### config.mk
export PLATFORM = sky130hd
export DESIGN_NAME = mem_stage
export DESIGN_NICKNAME = d
export VERILOG_FILES = /design/src/rtl/mem_stage.sv
export SDC_FILE = /design/constraint.sdc
export NUM_CORES = 1
export LEC_CHECK = 0
export ABC_CLOCK_PERIOD_IN_PS = 7000
export CAP_MARGIN = 20
export CORE_MARGIN = 2
export CORE_UTILIZATION = 25
export DETAILED_ROUTE_END_ITERATION = 7
export SYNTH_ARGS = -nofsm -noshare
export SYNTH_HDL_FRONTEND = slang
export SYNTH_SLANG_ARGS = --single-unit
export TNS_END_PERCENT = 5
### constraint.sdc
create_clock -name clk_i -period 7 [get_ports clk_i]
set_input_delay 1.75 -clock clk_i [delete_from_list [all_inputs] [get_ports clk_i]]
set_output_delay 1.75 -clock clk_i [all_outputs]
set_load 0.01 [all_outputs]
### src/rtl/mem_stage.sv
// Memory stage: waits for and captures load responses, aligns/extends load data,
// selects the write-back value, drives MEM forwarding and the MEM/WB register.
module mem_stage #(
  parameter int unsigned RESP_TIMEOUT = 16
) (
  input  logic        clk_i,
  input  logic        rst_i,
  input  logic        valid_i,
  input  logic        mem_read_i,
  input  logic        mem_sign_i,
  input  logic [1:0]  mem_width_i,
  input  logic [31:0] alu_out_i,
  input  logic [31:0] next_pc_i,
  input  logic        rf_wr_en_i,
  input  logic [1:0]  rf_wr_src_i,
  input  logic [4:0]  rd_i,
  input  logic        stall_i,
  input  logic        squash_i,
  input  logic        mem_rvalid_i,
  input  logic [31:0] mem_rdata_i,
  output logic        mem_wait_ao,
  output logic        fwd_valid_o,
  output logic [4:0]  fwd_rd_o,
  output logic [31:0] fwd_rd_data_o,
  output logic        valid_o,
  output logic        rf_wr_en_o,
  output logic [4:0]  rd_o,
  output logic [31:0] rd_data_o,
  output logic        bus_err_o
);

  typedef enum logic [1:0] {
    S_IDLE  = 2'd0,
    S_WAIT  = 2'd1,
    S_HELD  = 2'd2,
    S_DRAIN = 2'd3
  } state_t;

  localparam logic [7:0] TIMEOUT = 8'(RESP_TIMEOUT);

  state_t      state_q, state_d;
  logic [7:0]  cnt_q, cnt_d;
  logic [31:0] buf_q, buf_d;
  logic        err_set;
  logic        load_live;
  logic        timeout;
  logic        mem_wait;
  logic [31:0] load_raw;
  logic [7:0]  ld_byte;
  logic [15:0] ld_half;
  logic [31:0] load_data;
  logic [31:0] wb_data;

  assign load_live = valid_i & mem_read_i & ~squash_i;
  assign timeout   = (state_q == S_WAIT) && (cnt_q == TIMEOUT);

  always_comb begin
    state_d  = state_q;
    cnt_d    = cnt_q;
    buf_d    = buf_q;
    err_set  = 1'b0;
    mem_wait = 1'b0;
    case (state_q)
      S_IDLE: begin
        mem_wait = load_live & ~mem_rvalid_i;
        if (load_live) begin
          if (mem_rvalid_i) begin
            if (stall_i) begin
              buf_d   = mem_rdata_i;
              state_d = S_HELD;
            end
          end else begin
            state_d = S_WAIT;
            cnt_d   = 8'd1;
          end
        end
      end
      S_WAIT: begin
        mem_wait = load_live & ~mem_rvalid_i & (cnt_q < TIMEOUT);
        if (mem_rvalid_i) begin
          if (stall_i) begin
            buf_d   = mem_rdata_i;
            state_d = S_HELD;
          end else begin
            state_d = S_IDLE;
          end
        end else if (timeout) begin
          buf_d   = '0;
          err_set = 1'b1;
          state_d = S_HELD;
        end else if (squash_i) begin
          state_d = S_DRAIN;
        end else begin
          cnt_d = cnt_q + 8'd1;
        end
      end
      S_HELD: begin
        if (!stall_i) state_d = S_IDLE;
      end
      S_DRAIN: begin
        // The response of the squashed load is still in flight; swallow it.
        mem_wait = load_live;
        if (mem_rvalid_i) begin
          if (load_live) begin
            state_d = S_WAIT;
            cnt_d   = 8'd1;
          end else begin
            state_d = S_IDLE;
          end
        end
      end
      default: state_d = S_IDLE;
    endcase
  end

  always_comb begin
    load_raw = mem_rdata_i;
    if (state_q == S_HELD) load_raw = buf_q;
    else if (timeout && !mem_rvalid_i) load_raw = '0;
  end

  always_comb begin
    case (alu_out_i[1:0])
      2'd0:    ld_byte = load_raw[7:0];
      2'd1:    ld_byte = load_raw[15:8];
      2'd2:    ld_byte = load_raw[23:16];
      default: ld_byte = load_raw[31:24];
    endcase
    ld_half = alu_out_i[1] ? load_raw[31:16] : load_raw[15:0];
    case (mem_width_i)
      2'b00:   load_data = {{24{mem_sign_i & ld_byte[7]}}, ld_byte};
      2'b01:   load_data = {{16{mem_sign_i & ld_half[15]}}, ld_half};
      default: load_data = load_raw;
    endcase
  end

  always_comb begin
    case (rf_wr_src_i)
      2'b01:   wb_data = load_data;
      2'b10:   wb_data = next_pc_i;
      default: wb_data = alu_out_i;
    endcase
  end

  // Combinational outputs are forced low while reset is asserted.
  assign mem_wait_ao   = ~rst_i & mem_wait;
  assign fwd_valid_o   = ~rst_i & valid_i & rf_wr_en_i & ~squash_i & ~mem_wait & (rd_i != 5'd0);
  assign fwd_rd_o      = rst_i ? 5'd0 : rd_i;
  assign fwd_rd_data_o = rst_i ? 32'd0 : wb_data;

  always_ff @(posedge clk_i or posedge rst_i) begin
    if (rst_i) begin
      state_q   <= S_IDLE;
      cnt_q     <= '0;
      buf_q     <= '0;
      bus_err_o <= 1'b0;
    end else begin
      state_q <= state_d;
      cnt_q   <= cnt_d;
      buf_q   <= buf_d;
      if (err_set) bus_err_o <= 1'b1;
    end
  end

  always_ff @(posedge clk_i or posedge rst_i) begin
    if (rst_i) begin
      valid_o    <= 1'b0;
      rf_wr_en_o <= 1'b0;
      rd_o       <= '0;
      rd_data_o  <= '0;
    end else if (stall_i || mem_wait) begin
      valid_o <= 1'b0;
    end else begin
      valid_o    <= valid_i & ~squash_i;
      rf_wr_en_o <= rf_wr_en_i & (rd_i != 5'd0);
      rd_o       <= rd_i;
      rd_data_o  <= wb_data;
    end
  end

endmodule

# Word-level counts from Yosys, hierarchy flattened
# Index checks and enable logic that the tools add are counted.
[word_totals] regBits=82 latch_bits=0 mem_bits_rw=0 romBits=0 inputBits=114 out_inout_bits=79 mem_count=0
[op_classes] addsub=1 n_mul=0 n_div=0 order_cmp=1 eq_ne=21 shift=0 muxes=38 n_bitwise=18 n_reduce_logical=13
[ops] op="32-bit two-way mux" n=8
[ops] op="32-bit case mux with 2 select lines" n=3
[ops] op="8-bit two-way mux" n=7
[ops] op="8-bit case mux with 3 select lines" n=2
[ops] op="2-bit two-way mux" n=9
[ops] op="2-bit inequality test, second input constant" n=9
[ops] op="16-bit two-way mux" n=1
[ops] op="1-bit AND" n=14
[ops] op="8-bit by 1-bit adder with 8-bit output, second input constant" n=1
[ops] op="2-bit by 1-bit equality test with 1-bit output, second input constant" n=4
[ops] op="2-bit equality test, second input constant" n=4
[ops] op="8-bit by 5-bit equality test with 1-bit output, second input constant" n=1
[ops] op="8-bit by 5-bit less-than comparator with 1-bit output, second input constant" n=1
[ops] op="2-bit case mux with 4 select lines" n=1
[ops] op="8-bit AND reduction" n=1
[ops] op="2-bit zero test" n=3
[ops] op="3-bit inequality test, second input constant" n=2
[ops] op="1-bit two-way mux" n=5
[ops] op="5-bit two-way mux" n=1
[ops] op="5-bit AND reduction" n=1
[ops] op="5-bit nonzero test" n=1
[ops] op="4-bit inequality test, second input constant" n=1
[ops] op="1-bit inverter" n=4
[ops] op="4-bit AND reduction" n=1
[ops] op="6 further kinds" n=7

# Longest topological paths before layout
[logic_depth] depth_word=10 mapped_depth=10 mapped_depth_nobuf=8

# Worst setup path after synthesis
# No wires, ideal clock.
[synth_timing] kind="input to output" start="in alu_out_i[1]" end="out fwd_rd_data_o[18]" arrival_ns=3.595 setup_slack_ns=1.655 cell_stages=7 n_path_buf=2 cell_sequence="clkbuf_1 mux4_2 a21oi_1 o31ai_4 buf_4 a21oi_1 nor3_1"
[synth_between] elab_chain_len=6
[synth_lines] element="start: declaration" line_no="12" source="input logic [31:0] alu_out_i,"
[synth_lines] element="2-bit equality test (tied with other cells)" line_no="123" source="case (alu_out_i[1:0])"
[synth_lines] element="8-bit case mux with 3 select lines" line_no="123"
[synth_lines] element="1-bit AND" line_no="131" source="2'b00: load_data = {{24{mem_sign_i & ld_byte[7]}}, ld_byte};"
[synth_lines] element="32-bit case mux with 2 select lines (*)" line_no="130" source="case (mem_width_i)"
[synth_lines] element="32-bit case mux with 2 select lines (*)" line_no="138" source="case (rf_wr_src_i)"
[synth_lines] element="32-bit two-way mux (*)" line_no="149" source="assign fwd_rd_data_o = rst_i ? 32'd0 : wb_data;"
[synth_lines] element="end: declaration" line_no="24" source="output logic [31:0] fwd_rd_data_o,"
# Every way passes the cells marked *; elsewhere a longest branch is shown, timed or not.

# Final worst setup path
[layout_timing] start="in mem_rvalid_i" end="out fwd_rd_data_o[14]"
[layout_between] elab_chain_len=9
[layout_lines] element="start: declaration" line_no="19" source="input logic mem_rvalid_i,"
[layout_lines] element="1-bit zero test (*)" line_no="119" source="else if (timeout && !mem_rvalid_i) load_raw = '0;"
[layout_lines] element="1-bit logical AND (*)" line_no="119"
[layout_lines] element="32-bit two-way mux (*)" line_no="119"
[layout_lines] element="32-bit two-way mux (*)" line_no="118" source="if (state_q == S_HELD) load_raw = buf_q;"
[layout_lines] element="8-bit case mux with 3 select lines" line_no="123"
[layout_lines] element="1-bit AND" line_no="131"
[layout_lines] element="32-bit case mux with 2 select lines (*)" line_no="130"
[layout_lines] element="32-bit case mux with 2 select lines (*)" line_no="138"
[layout_lines] element="32-bit two-way mux (*)" line_no="149"
# Marks and branches as above.

==> flow_summary_export.csv <==
group,metric,value,unit
synth,syn_inst,660,
synth,ys_seq_elements,82,
sta,tightest_slew,0.937,ns
sta,skew,0.00701,ns
min_path,hp-class,"reg -> reg",
layout,antenna_cells,0,
place,portBuffers,192,
floorplanning,die_h,153,um
synth,synth_ff_type,"dfrtp_1",
power,p_leak,3.26,nW
layout,nFillCells,2253,
sta,finalSetupTns,0,ns
route,first_pass_iters,5,
route,wl_per_cell,19.4,um
setup_path,critPathBufInv,2,
sta,fmax,0.151,GHz
floorplanning,die_area,23300,um^2
clocking,cts_tree,"yes",
clocking,cts_sinks,82,
synth,synth_top_area_share,37.1,%
sta,hold_violations,0,
grt,grt_max_degree,66,
power,finalPower,1.80,mW
setup_path,cp_slowest_stage_delay,0.61,ns
synth,async_reset_ff_share,100,%
setup_path,rrSetupSlack,3.95,ns
synth,synth_mux_area_share,10.4,%
layout,seq_area,2050,um^2
place,dp_cells,1096,
route,vias,5739,
synth,synth-simple-area-share,20.4,%
floorplanning,io_pins,193,
setup_path,crit_chain,"clkdlybuf4s50_1 > nor3b_1 > and3_1 > a311o_1 > o41ai_4 > o211ai_1 > a221oi_1 > clkdlybuf4s50_1",
sta,maxSlewHeadroom,37.6,%
setup_path,critPathLaunch,"mem_rvalid_i",
synth,synth_area,5530,um^2
setup_path,worstReg2RegStart,"cnt_q[0]$_DFFE_PP0P_",
clocking,cts_buffers,9,
floorplanning,die_x,153,um
clocking,htreeDepth,3,
setup_path,path_class,"in -> out",
synth,synth.yosys.seq_area_share,37.1,%
setup_path,crit_top_cell,"clkdlybuf4s50_1",
place,placed_cell_area,7760,um^2
route,wl,21.6,mm
synth,synth_edf_count,0,
job,timing.max_cap.violations,0,
grt,grt_pass1_vias,5434,
route,drc,0,
status,status,"complete, no violations",
synth,syn-num-nets,778,
synth,synth.area.top_cells,"dfrtp_1 (37%), mux2i_1 (6.2%), nand2_1 (5.6%)",
sta,rsz0062_at_grt,"false",
place,gp_congestion,0.890,
setup_path,crit_family,"compound AO/OA/AOI/OAI gates",
clocking,cts_resized,0,
synth,yosysWarnings,0,
layout,layout-area-overhead-vs-synth,46.4,%
synth,synth_most_common_cell,"nand2_1",
clocking,worstSkewPairLatency,0.35,ns
synth,synth-xor-area-share,0.476,%
layout,final_util,37.2,%
setup_path,cp.required,5.25,ns
setup_path,cp-start-kind,"primary input",
place,dp_hpwl,16.0,mm
route,drtIter0Drc,455,
power,vdd.ir_drop.worst,0.000123,V
clocking,clkTransAtPathRegs,0.06,ns
grt,track_usage,18.2,%
synth,synth_fa_ha_area_share,0.906,%
grt,overflow,0,
setup_path,cp_data_arrival_time,4.85,ns
clocking,post_cts_buffers,0,
setup_path,cp_max_fo,8,
layout,multi_input_area,3180,um^2
grt,grt_pass1_wl,33.3,mm
floorplanning,start_util,25.4,%
synth,postSynthAreaPerCell,8.37,um^2
clocking,root_buffer,"clkbuf_16",
floorplanning,rows,54,
synth,ys_top_cells_by_count,"nand2_1 (83), dfrtp_1 (82), nor2_1 (69), a21oi_1 (62), clkbuf_1 (44)",
layout,stdcell_area,8090,um^2
power,powerDensity,222,nW/um^2
sta,setup_viol,0,
layout,nNetsFinal,946,
grt,antenna_found_initial,1,
setup_path,worst_setup_path_end_kind,"output port",
clocking,ctsHoldBuffers,0,
setup_path,cp_slowest_cell,"clkdlybuf4s50_1",
floorplanning,core_area,21800,um^2
sta,min_period_over_period,94.3,%
sta,period_needed,6.60,ns
route,final_antenna_net_count,0,
clocking,cts_buffer_depth,2,
route,drt-vias-per-instance,5.16,
synth,synth_compound_area_share,25.1,%
sta,drv_slew,0,
synth,yosys.area.top_type,"dfrtp_1",
layout,fin_cells,1113,
synth,synth_top_family_by_area,"compound AO/OA/AOI/OAI gates",
min_path,min_from,"bus_err_o$_DFFE_PP0P_",
synth,ys_types,55,
layout,drive_above_1_share,7.08,%
power breakdown:
part	total, mW	leakage [nW]	internal, mW	switching (mW)
Clock	0.516	0.153	0.312	0.203
Sequential	0.665	1.01	0.588	0.0768
Combinational	0.617	2.10	0.311	0.306
state kept, by name (all words and copies together), names as in the netlist:
register,cells
state_q,2
valid_o,1
rf_wr_en_o,1
cnt_q,8
rd_data_o,32
buf_q,32
rd_o,5
bus_err_o,1
placed cells by master, fill, tap and decap left out, types with 2 or more instances in the layout:
cell / instances
nand2b_1: 4
a2bb2oi_1: 7
nor2_1: 69
clkbuf_16: 9
nor4b_1: 7
and3_1: 11
a21oi_1: 62
nand3b_1: 3
o311ai_0: 2
buf_4: 19
o21bai_1: 8
dfrtp_1: 82
nor3_1: 20
bufinv_16: 2
o21ai_0: 41
clkbuf_1: 2
nand2_1: 83
nand4_1: 3
clkinv_2: 3
a221oi_1: 8
ha_1: 4
inv_1: 19
mux4_2: 10
buf_12: 3
o31ai_1: 27
mux2i_1: 34
xor2_1: 3
o22ai_1: 7
clkdlybuf4s50_1: 191
o211ai_1: 7
nor4_1: 4
a31oi_1: 14
nor2b_1: 6
a311oi_1: 14
nand3_1: 4
and2_1: 14
final timing paths:
kind,to,cells past startpoint
max,fwd_rd_data_o[14],8
min,bus_err_o$_DFFE_PP0P_,1
max reg2reg,rd_data_o[6]$_DFFE_PP0P_,10
min reg2reg,bus_err_o$_DFFE_PP0P_,1
max in group asynchronous,cnt_q[2]$_DFFE_PP0P_,3
min in group asynchronous,rd_data_o[20]$_DFFE_PP0P_,2
logic make-up (layout without fill, tap and decap cells):
| family | after synthesis | after routing |
|---|---|---|
| compound gates | 209 | 209 |
| xor+xnor | 3 | 3 |
| fa+ha+maj | 4 | 4 |
| buf+inv | 78 | 251 |
| flops | 82 | 82 |
| mux | 45 | 45 |
| simple gates | 239 | 239 |
routing by layer:
| metal | global-route usage (%) | wire length, um | up-vias |
|---|---|---|---|
| met5 | 0 | 11 | - |
| met4 | 4.72 | 337 | 2 |
| met3 | 4.01 | 1430 | 26 |
| met2 | 28.0 | 10000 | 197 |
| met1 | 25.9 | 9850 | 2766 |
| li1 | - | - | 2748 |
metrics by stage:
step | hold WS, ns | worst slack (ns)
final | 0.469 | 0.396
after global routing | 0.500 | 0.207
after CTS | 0.476 | 0.360
after detailed placement | 0.457 | 0.366
after global placement | 0.450 | 0.373
after floorplan | 0.478 | 1.65
cell type report:
class | instances | area share (%)
multi-input combinational | 500 | 39.3
timing repair buffer | 214 | 26.2
sequential | 82 | 25.4
inverter | 21 | 0.990
tap | 280 | 4.33
clock buffer | 11 | 2.88
clock inverter | 5 | 0.974
(Power assumes the default switching activity.)
